### src/rtl/circuito_pwm.sv
// circuito_pwm: fixed-period PWM generator with four selectable pulse widths.
// The selected width is sampled only at the period boundary. A pulse that is
// already in progress therefore keeps the width it started with.
module circuito_pwm #(
  parameter int unsigned conf_periodo = 1000000,
  parameter int unsigned largura_00   = 0,
  parameter int unsigned largura_01   = 50000,
  parameter int unsigned largura_10   = 75000,
  parameter int unsigned largura_11   = 100000
) (
  input  logic       clock,
  input  logic       reset,
  input  logic [1:0] largura,
  output logic       pwm,
  output logic       db_pwm
);

  localparam int unsigned     CNT_W    = (conf_periodo > 1) ? $clog2(conf_periodo) : 1;
  localparam logic [CNT_W-1:0] CNT_LAST = CNT_W'(conf_periodo - 1);

  logic [CNT_W-1:0] cnt;
  logic [CNT_W-1:0] cnt_next;
  logic [31:0]      largura_sel;
  logic [31:0]      largura_ativa;
  logic [31:0]      largura_ativa_next;
  logic             fim_periodo;
  logic             pwm_next;

  // Width selector: map the 2-bit code to its compile-time high-time.
  always_comb begin
    // NOTE: assign a default before the case so that no path leaves the
    // signal unassigned; otherwise synthesis infers a latch.
    largura_sel = largura_00;
    case (largura)
      2'b00:   largura_sel = largura_00;
      2'b01:   largura_sel = largura_01;
      2'b10:   largura_sel = largura_10;
      default: largura_sel = largura_11;
    endcase
  end

  // Next-state logic: wrap the counter at the end of the period and reload
  // the shadow width on that same edge. The output is compared against the
  // post-edge values, so the pulse begins on the edge where cnt becomes 0.
  always_comb begin
    fim_periodo        = (cnt == CNT_LAST);
    cnt_next           = fim_periodo ? '0 : cnt + CNT_W'(1);
    largura_ativa_next = fim_periodo ? largura_sel : largura_ativa;
    pwm_next           = (32'(cnt_next) < largura_ativa_next);
  end

  // State registers: the counter, the shadow width and the registered output.
  // Reset clears the width, which keeps the first period after reset low.
  always_ff @(posedge clock or negedge reset) begin
    if (!reset) begin
      cnt           <= '0;
      largura_ativa <= '0;
      pwm           <= 1'b0;
    end else begin
      // NOTE: use non-blocking assignments for all sequential state. Every
      // register then updates from the pre-edge values, whatever the
      // statement order.
      cnt           <= cnt_next;
      largura_ativa <= largura_ativa_next;
      pwm           <= pwm_next;
    end
  end

  // The debug output is the same register, so it cannot diverge from pwm.
  assign db_pwm = pwm;

endmodule

### config.mk
export PLATFORM = sky130hd
export DESIGN_NAME = circuito_pwm
export DESIGN_NICKNAME = d
export VERILOG_FILES = /design/src/rtl/circuito_pwm.sv
export SDC_FILE = /design/constraint.sdc
export NUM_CORES = 1
export LEC_CHECK = 0
export BUFFER_PORTS_ARGS = -buffer_cell sky130_fd_sc_hd__buf_4
export CAP_MARGIN = 40
export CELL_PAD_IN_SITES_DETAIL_PLACEMENT = 1
export CELL_PAD_IN_SITES_GLOBAL_PLACEMENT = 2
export CORE_MARGIN = 3
export CORE_UTILIZATION = 40
export DETAILED_ROUTE_END_ITERATION = 6
export PLACE_DENSITY = 0.82
export SLEW_MARGIN = 20
export SYNTH_ARGS = -nofsm -noshare
export SYNTH_HDL_FRONTEND = slang
export SYNTH_SLANG_ARGS = --single-unit
### constraint.sdc
create_clock -name clock -period 6.3 [get_ports clock]
set_input_delay 1.26 -clock clock [delete_from_list [all_inputs] [get_ports clock]]
set_output_delay 1.26 -clock clock [all_outputs]
set_load 0.005 [all_outputs]
==> results of run 1 <==
## through the flow
step	hold WS (ps)	total power [W]	cells	cell area, µm²
6_report	478	0.000580	333	2790
5_1_grt	511	0.000607	333	2790
3_5_place_dp	458	0.000378	325	2690
4_1_cts	486	0.000589	333	2790
2_1_floorplan	432	0.000365	251	2590
3_3_place_gp	449	0.000377	325	2690
## cells in the final DEF, fill, tap and decap left out, types with 2 or more instances in the layout
cell       n
dfrtp_1   53
nand2_1   27
nor2_1    26
ha_1      23
and2_1    22
nand3_1   12
inv_1     10
o21ai_0    9
xor2_1     8
a21oi_1    8
nand4_1    7
xnor2_1    7
clkbuf_8   7
buf_4      6
nor4_1     5
and3_1     4
a211oi_1   3
or2_2      2
nor3_1     2
a21o_1     2
o21a_1     2
a41oi_1    2
## how the worst min path moves through the flow
stage	start	to	slack [ps]	cells past startpoint
final	largura_ativa[2]	largura_ativa[2]	480	2
after global routing	largura_ativa[3]	largura_ativa[3]	510	2
after CTS	largura_ativa[13]	largura_ativa[13]	490	2
after detailed placement	largura_ativa[18]	largura_ativa[18]	460	2
after global placement	largura_ativa[2]	largura_ativa[2]	450	2
after floorplan	largura_ativa[12]	largura_ativa[12]	430	2
## power by group
group | leakage, nW | total, W | switching [W] | internal (W)
Clock | 0.0542 | 0.000209 | 0.000110 | 0.0000996
Combinational | 0.659 | 0.0000246 | 0.0000158 | 0.00000879
Sequential | 0.684 | 0.000346 | 0.00000184 | 0.000344
Total | 1.40 | 0.000580 | 0.000127 | 0.000452
## area by class of cell
cell class | count | area [µm²] | area share (%)
timing repair buffer | 6 | 45.0 | 1.61
inverter | 10 | 37.5 | 1.34
clock inverter | 1 | 5.00 | 0.179
sequential | 53 | 1330 | 47.5
multi-input combinational | 181 | 1190 | 42.5
clock buffer | 7 | 96.3 | 3.45
tap | 75 | 93.8 | 3.36
## worst max-delay path: stages (launching register included)
cell       delay, ps
dfrtp_1          460
nor4b_2          310
nand4_1          180
nor2_2           630
nand2_1          200
and2_1           190
ha_1             290
a21oi_1          170
nor2_1            60
a2111oi_0        320
o21ai_0          140
o31ai_1          240
## layer usage
layer / track usage [%] / share of wire [%]
met3: 3.33 / 2.1
met5: 0 / 0
met4: 4.67 / 1.5
met2: 25.0 / 45
met1: 23.0 / 51
## flip-flops by register name, summed over array words and instances, names as in the netlist
register / flops
cnt: 20
largura_ativa: 32
db_pwm: 1
## cell families (layout without fill, tap and decap cells)
kind of cell             count (synthesis)  count (layout)  synth area share, %
AO/OA/AOI/OAI                           28              28                 6.61
XOR/XNOR                                15              15                 5.07
adder cells (fa/ha/maj)                 23              23                 11.1
buffers and inverters                   17              24                 3.04
flip-flops                              53              53                 51.2
multiplexers                             1               1                0.386
AND/OR/NAND/NOR                        114             114                 22.6
==> run summary, run 1 <==
====================================================================================================
Crit. Startpoint                                                                              cnt[7]
Root cell of the clock tree                                                                 clkbuf_8
Maximum fanout count along the critical path                                                      19
FP Rows                                                                                           28
Final worst slack                                                                            3010 ps
Clk sink count                                                                                    53
Number of cells produced by synthesis                                                            251
Number of nets still failing antenna checks after routing                                          0
Worst Reg-to-Reg Cells                                                                            11
Number of register bits inferred by synthesis                                                     53
Fraction of the core area covered by cells at the end of the flow                              45.8%
Die footprint                                                                               7480 µm²
Share of the clock period used by the worst path                                               52.2%
1st-iter DRT viols                                                                                58
Count of boundary I/O pins                                                                         6
Vias after detailed routing                                                                     1755
Initial antenna violation count                                                                    0
Placer congestion estimate                                                                     0.702
Number of CTS-inserted buffers                                                                     5
Async S/R FF share, synth                                                                       100%
Share of Yosys cell area claimed by the top area cell type                                     51.2%
Result of the run                                                                       finished, final reports clean
CTS Hold Bufs                                                                                      0
Mean routed wirelength per cell                                                              16.0 µm
Leading post-synthesis cells by instance count                                          dfrtp_1 (53), nand2_1 (27), nor2_1 (26), ha_1 (23), and2_1 (22)
CP Data Required Time                                                                        6520 ps
Number of slew-limit violations in the final report                                                0
Normalized max-slew margin                                                                     48.7%
Total half-perimeter wirelength after legalization and detailed placement                    3940 µm
Setup TNS Final                                                                                 0 ps
Number of buffers inserted by post-CTS setup repair                                                0
Vias in the first global route                                                                  1863
Layout cell share with drive strength beyond 1                                                 7.75%
Synth-to-Final Area Change                                                                     7.67%
Clock latency at the later pin of the worst-skew pair                                         300 ps
Power density of the placed cells                                                         208 nW/µm²
Dominant synthesized flop cell                                                               dfrtp_1
Area of the core                                                                            6100 µm²
Average cell area after synthesis                                                           10.3 µm²
Maximum frequency from static timing analysis                                                304 MHz
Net count, final                                                                                 284
First-pass detailed-route iteration total                                                          4
Reg2Reg Setup Slack                                                                          3010 ps
Critical Path Sink Type                                                                    flip-flop
All-Layer GR Usage                                                                             16.2%
Sequential area share after synthesis                                                          51.2%
DRC violation count after routing                                                                  0
Post-Syn Nets                                                                                    278
Synthesis warning total                                                                            0
Setup-violating endpoint count in the final report                                                 0
Crit path time final                                                                         3290 ps
Overall routed net length                                                                    5340 µm
Gates resized, CTS repair                                                                          0
Worst clock skew                                                                             6.15 ps
Leakage power figure                                                                         1.40 nW
Die height                                                                                   86.5 µm
Clock-pin slew reported for the worst setup and hold paths after clock tree synthesis          90 ps
Clock tree from TritonCTS                                                                      built
Setup slack after placement                                                                  2980 ps
Leading post-synthesis cells by cell area                                               dfrtp_1 (51%), ha_1 (11%), and2_1 (5.3%)
First-pass GRT wire length                                                                   9360 µm
Path type of the worst min-delay path                                                   flip-flop to flip-flop
Post-Syn Area                                                                               2590 µm²
Max-cap violations                                                                                 0
Setup repair after global routing missed its margin                                            false
Critical path data arrival time                                                              3510 ps
Vias/cell                                                                                       5.27
Initial core utilization                                                                       42.5%
Endpoint of the worst setup timing path                                                       db_pwm
Die width                                                                                    86.5 µm
Type of origin of the critical path                                                        flip-flop
Count of antenna diodes in the layout                                                              0
Port Buf Inserts                                                                                   5
Startpoint of the worst-slack reg-to-reg timing path                                          cnt[7]
H-tree levels                                                                                      2
Area leader, netlist                                                                         dfrtp_1
Path type of the worst setup path                                                       flip-flop to flip-flop
Top-count cell post-synth                                                                    dfrtp_1
Worst vdd rail ir drop                                                                        104 µV
Transition time at the pin with the least slew margin                                         768 ps
EDFF count, synth                                                                                  0
Filler instances                                                                                 698
Pin count of the biggest net entering global routing                                              54
Count of final hold-check violations                                                               0
Worst reg2reg path endpoint                                                                   db_pwm
Sum of overflow across all layers after global routing                                             0
Largest buffer count on any clock path                                                             2
Post-synthesis cell type count                                                                    34
====================================================================================================
No activity file was read; power rests on OpenSTA's default activity.
==> run 2, diff against run 1 <==
==> constraint.sdc (replaced) <==
create_clock -name clock -period 3.19 [get_ports clock]
set_input_delay 0.638 -clock clock [delete_from_list [all_inputs] [get_ports clock]]
set_output_delay 0.638 -clock clock [all_outputs]
set_load 0.005 [all_outputs]
==> run summary, run 2 (synthesis gave the netlist of run 1 again) <==
====================================================================================================
Result of the run                                                                       finished, final reports clean   unchanged
Setup TNS Final                                                                                 0 ps   unchanged
Max-cap violations                                                                                 0   unchanged
Clock-pin slew reported for the worst setup and hold paths after clock tree synthesis         100 ps   was 90 ps
Port Buf Inserts                                                                                   5   unchanged
Number of CTS-inserted buffers                                                                     5   unchanged
Worst Reg-to-Reg Cells                                                                            12   was 11
Net count, final                                                                                 293   was 284
Placer congestion estimate                                                                     0.770   was 0.702
Setup-violating endpoint count in the final report                                                 0   unchanged
Normalized max-slew margin                                                                     54.9%   was 48.7%
Initial antenna violation count                                                                    0   unchanged
Critical Path Sink Type                                                                    flip-flop   unchanged
Maximum frequency from static timing analysis                                                340 MHz   was 304 MHz
Largest buffer count on any clock path                                                             2   unchanged
Total half-perimeter wirelength after legalization and detailed placement                    3990 µm   was 3940 µm
Share of the clock period used by the worst path                                               92.2%   was 52.2%
Most common cell after layout, fill and taps aside                                           dfrtp_1   unchanged
Critical path data arrival time                                                              3160 ps   was 3510 ps
First-pass GRT wire length                                                                   9070 µm   was 9360 µm
Commonest non-fill, non-tap cells in the layout                                         dfrtp_1 (53), nand2_1 (27), nor2_1 (25), ha_1 (23), and2_1 (22)   was dfrtp_1 (53), nand2_1 (27), nor2_1 (26), ha_1 (23), and2_1 (22)
Flip-flop count of the largest register, all copies and words added                               32   unchanged
Number of nets still failing antenna checks after routing                                          0   unchanged
Die footprint                                                                               7480 µm²   unchanged
First-pass detailed-route iteration total                                                          4   unchanged
Path type of the worst setup path                                                       flip-flop to flip-flop   unchanged
Transition time at the pin with the least slew margin                                         677 ps   was 768 ps
Crit path time final                                                                         2940 ps   was 3290 ps
Reg2Reg Setup Slack                                                                           250 ps   was 3010 ps
Count of antenna diodes in the layout                                                              0   unchanged
Leakage power figure                                                                         1.44 nW   was 1.40 nW
CTS Hold Bufs                                                                                      0   unchanged
Final Power                                                                                0.00111 W   was 0.000580 W
Number of slew-limit violations in the final report                                                0   unchanged
Synth-to-Final Area Change                                                                     10.8%   was 7.67%
1st-iter DRT viols                                                                                72   was 58
Largest Register                                                                        largura_ativa   unchanged
Type of origin of the critical path                                                        flip-flop   unchanged
Path type of the worst min-delay path                                                   input pin to asynchronous set/reset pin   was flip-flop to flip-flop
Worst vdd rail ir drop                                                                        175 µV   was 104 µV
H-tree levels                                                                                      2   unchanged
Vias/cell                                                                                       5.16   was 5.27
Clk sink count                                                                                    53   unchanged
Sum of overflow across all layers after global routing                                             0   unchanged
All-Layer GR Usage                                                                             15.9%   was 16.2%
FP Rows                                                                                           28   unchanged
Count of boundary I/O pins                                                                         6   unchanged
DRC violation count after routing                                                                  0   unchanged
Power density of the placed cells                                                         388 nW/µm²   was 208 nW/µm²
Clock tree from TritonCTS                                                                      built   unchanged
Root cell of the clock tree                                                                 clkbuf_8   unchanged
Mean routed wirelength per cell                                                              15.6 µm   was 16.0 µm
Area of the core                                                                            6100 µm²   unchanged
Worst clock skew                                                                             12.5 ps   was 6.15 ps
Vias in the first global route                                                                  1828   was 1863
Count of final hold-check violations                                                               0   unchanged
Clock latency at the later pin of the worst-skew pair                                         310 ps   was 300 ps
Vias after detailed routing                                                                     1766   was 1755
Overall routed net length                                                                    5330 µm   was 5340 µm
Initial core utilization                                                                       42.5%   unchanged
Pin count of the biggest net entering global routing                                              54   unchanged
Layout cell share with drive strength beyond 1                                                 12.4%   was 7.75%
Fraction of the core area covered by cells at the end of the flow                              47.1%   was 45.8%
Die width                                                                                    86.5 µm   unchanged
Maximum fanout count along the critical path                                                       8   was 19
CP Data Required Time                                                                        3410 ps   was 6520 ps
Die height                                                                                   86.5 µm   unchanged
====================================================================================================
run 2: repair_timing:
item | CTS | global route
resized for setup | 0 | 8
endpoints found under the setup margin | 0 | 1
buffers inserted | 0 | 1
run 2: per-stage QoR:
step                      hold WS (ps)  std cells  setup slack (ps)  instance area, µm²
after floorplan                    342        251               397                2590
after global placement             448        333              65.6                2750
after detailed placement           455        333              54.2                2750
after CTS                          377        341              50.0                2840
after global routing               409        342             -6.85                2870
final                              367        342               248                2870
run 2: final timing paths:
| kind | start | to |
|---|---|---|
| worst max-delay path | cnt[8] | db_pwm |
| worst min-delay path | reset | cnt[8] |
| worst max register to register | cnt[8] | db_pwm |
| worst min register to register | largura_ativa[18] | largura_ativa[18] |
| max in group asynchronous | reset | cnt[9] |
| min in group clock | largura_ativa[18] | largura_ativa[18] |
run 2: report_power, final:
group          leakage [nW]  internal [W]  switching [W]   total, W
Clock                0.0456      0.000157       0.000225   0.000382
Sequential            0.684      0.000680     0.00000355   0.000683
Combinational         0.709     0.0000173      0.0000322  0.0000495
run 2: critical path, stage by stage, from the launching register on:
cell	delay [ps]
dfrtp_1	440
nor4b_2	250
nand4_1	160
or2_4	300
buf_4	180
nand2_1	70
mux2i_1	80
ha_1	310
a21oi_1	170
o21ai_1	130
a2111oi_2	350
o21ai_0	130
o31ai_1	250
run 2: layer usage:
metal | track usage, % | wire (µm)
met2 | 22.7 | 2320
met3 | 2.57 | 80
met5 | 0 | 0
met1 | 23.9 | 2830
met4 | 6.37 | 94
run 2: layout make-up:
cell class / instances / area (µm²)
Inverter: 10 / 37.5
Clock inverter: 2 / 13.8
Tap cell: 75 / 93.8
Clock buffer: 6 / 72.6
Sequential cell: 53 / 1330
Timing Repair Buffer: 15 / 116
Fill cell: 700 / 3220
Multi-Input combinational cell: 181 / 1210
==> run 3, diff against run 2 <==
--- a/config.mk
+++ b/config.mk
@@ -11,6 +11,7 @@
 export CELL_PAD_IN_SITES_GLOBAL_PLACEMENT = 2
 export CORE_MARGIN = 3
 export CORE_UTILIZATION = 40
+export CTS_BUF_LIST = sky130_fd_sc_hd__clkbuf_8
 export DETAILED_ROUTE_END_ITERATION = 6
 export PLACE_DENSITY = 0.82
 export SLEW_MARGIN = 20
==> run summary, run 3 (synthesis gave the netlist of run 1 again) <==
====================================================================================================
Clock latency at the later pin of the worst-skew pair                                         310 ps   about the same
Vias after detailed routing                                                                     1766   unchanged
Initial antenna violation count                                                                    0   unchanged
Critical path data arrival time                                                              3160 ps   about the same
Number of nets still failing antenna checks after routing                                          0   unchanged
Setup slack after placement                                                                  54.2 ps   unchanged
Largest Register                                                                        largura_ativa   unchanged
Placer congestion estimate                                                                     0.770   unchanged
Crit path time final                                                                         2940 ps   about the same
FP Rows                                                                                           28   unchanged
Power density of the placed cells                                                         387 nW/µm²   was 388 nW/µm²
Worst clock skew                                                                             13.0 ps   was 12.5 ps
Vias in the first global route                                                                  1828   unchanged
Initial core utilization                                                                       42.5%   unchanged
Total half-perimeter wirelength after legalization and detailed placement                    3990 µm   unchanged
CP Data Required Time                                                                        3410 ps   about the same
Synth-to-Final Area Change                                                                     10.8%   unchanged
Leakage power figure                                                                         1.44 nW   about the same
Path type of the worst min-delay path                                                   input pin to asynchronous set/reset pin   unchanged
Critical path's largest stage delay                                                           440 ps   about the same
Fraction of the core area covered by cells at the end of the flow                              47.1%   unchanged
Result of the run                                                                       finished, final reports clean   unchanged
Share of the clock period used by the worst path                                               92.3%   was 92.2%
Clock tree from TritonCTS                                                                      built   unchanged
Maximum fanout count along the critical path                                                       8   unchanged
Clock-pin slew reported for the worst setup and hold paths after clock tree synthesis         100 ps   about the same
Root cell of the clock tree                                                                 clkbuf_8   unchanged
Worst vdd rail ir drop                                                                        175 µV   about the same
Flip-flop count of the largest register, all copies and words added                               32   unchanged
Path type of the worst setup path                                                       flip-flop to flip-flop   unchanged
Die height                                                                                   86.5 µm   unchanged
Max-cap violations                                                                                 0   unchanged
Vias/cell                                                                                       5.16   unchanged
DRC violation count after routing                                                                  0   unchanged
Clk sink count                                                                                    53   unchanged
Sum of overflow across all layers after global routing                                             0   unchanged
H-tree levels                                                                                      2   unchanged
Final worst slack                                                                             247 ps   was 248 ps
Largest buffer count on any clock path                                                             2   unchanged
Most common cell after layout, fill and taps aside                                           dfrtp_1   unchanged
Commonest non-fill, non-tap cells in the layout                                         dfrtp_1 (53), nand2_1 (27), nor2_1 (25), ha_1 (23), and2_1 (22)   unchanged
Maximum frequency from static timing analysis                                                340 MHz   about the same
Cell area after layout                                                                      2870 µm²   unchanged
All-Layer GR Usage                                                                             15.9%   unchanged
Filler instances                                                                                 700   unchanged
First-pass GRT wire length                                                                   9070 µm   unchanged
Worst path cell trace                                                                   nor4b_2, nand4_1, or2_4, buf_4, nand2_1, mux2i_1, ha_1, a21oi_1, o21ai_1, a2111oi_2, o21ai_0, o31ai_1   unchanged
Die width                                                                                    86.5 µm   unchanged
Count of final hold-check violations                                                               0   unchanged
Overall routed net length                                                                    5330 µm   about the same
Worst Path Buf+Inv                                                                                 1   unchanged
Pin count of the biggest net entering global routing                                              54   unchanged
Count of boundary I/O pins                                                                         6   unchanged
Transition time at the pin with the least slew margin                                         677 ps   unchanged
Net count, final                                                                                 293   unchanged
Slowest stage cell, crit path                                                                dfrtp_1   unchanged
Area of the core                                                                            6100 µm²   unchanged
Layout cell share with drive strength beyond 1                                                 12.4%   unchanged
Normalized max-slew margin                                                                     54.9%   unchanged
Die footprint                                                                               7480 µm²   unchanged
CP delay by family, top                                                                 compound AO/OA/AOI/OAI gates   unchanged
Mean routed wirelength per cell                                                              15.6 µm   about the same
Number of slew-limit violations in the final report                                                0   unchanged
Number of CTS-inserted buffers                                                                     5   unchanged
Critical Path Sink Type                                                                    flip-flop   unchanged
1st-iter DRT viols                                                                                70   was 72
First-pass detailed-route iteration total                                                          4   unchanged
Port Buf Inserts                                                                                   5   unchanged
Setup-violating endpoint count in the final report                                                 0   unchanged
Instance area at placement                                                                  2750 µm²   unchanged
Count of antenna diodes in the layout                                                              0   unchanged
Type of origin of the critical path                                                        flip-flop   unchanged
CTS Hold Bufs                                                                                      0   unchanged
====================================================================================================
==> run 3: changes by cell type in the layout (fill, tap and decap cells not counted) <==
cell,delta
inv_1,+1
clkbuf_1,-1
==> run 3: report_power, final <==
group | switching [W] | leakage (nW) | internal [W] | total (W)
Combinational | 0.0000322 | 0.709 | 0.0000173 | 0.0000495
Sequential | 0.00000355 | 0.684 | 0.000680 | 0.000683
Clock | 0.000225 | 0.0497 | 0.000154 | 0.000379
==> run 3: repair_timing <==
action                                  in CTS  in global routing
endpoints found under the setup margin       0                  1
gates resized for setup                      0                  8
setup buffers                                0                  1
==> run 3: area by class of cell <==
class / instances / area, µm² / share of cell area [%]
timing repair buffer: 15 / 116 / 4.05
clock buffer: 5 / 68.8 / 2.40
multi-input combinational: 181 / 1210 / 42.2
sequential: 53 / 1330 / 46.2
inverter: 10 / 37.5 / 1.31
clock inverter: 3 / 17.5 / 0.610
tap: 75 / 93.8 / 3.27
==> run 3: per-stage QoR <==
step	TNS, ps	hold slack [ps]	total power, W	instances
3_5_place_dp	0	455	0.000746	333
5_1_grt	-7.40	409	0.00117	342
2_1_floorplan	0	342	0.000721	251
4_1_cts	0	377	0.00113	341
3_3_place_gp	0	448	0.000744	333
6_report	0	367	0.00111	342
==> run 3: layer usage <==
layer  vias up  share of wire (%)  global-route usage, %
li1        889                  -                      -
met1       859                 53                   23.9
met2        10                 44                   22.7
met3         8                1.5                   2.57
met4         0                1.8                   6.37
met5         -                  0                      0
==> run 3: path summary, 6_finish.rpt <==
kind / from / depth (start not counted) / slack [ps] / endpoint
hold reg to reg: largura_ativa[18] / 2 / 470 / largura_ativa[18]
setup reg to reg: cnt[8] / 12 / 250 / db_pwm
min in group clock: largura_ativa[18] / 2 / 470 / largura_ativa[18]
max in group asynchronous: reset / 1 / 2380 / cnt[9]
setup / recovery: cnt[8] / 12 / 250 / db_pwm
hold / removal: reset / 1 / 370 / cnt[8]
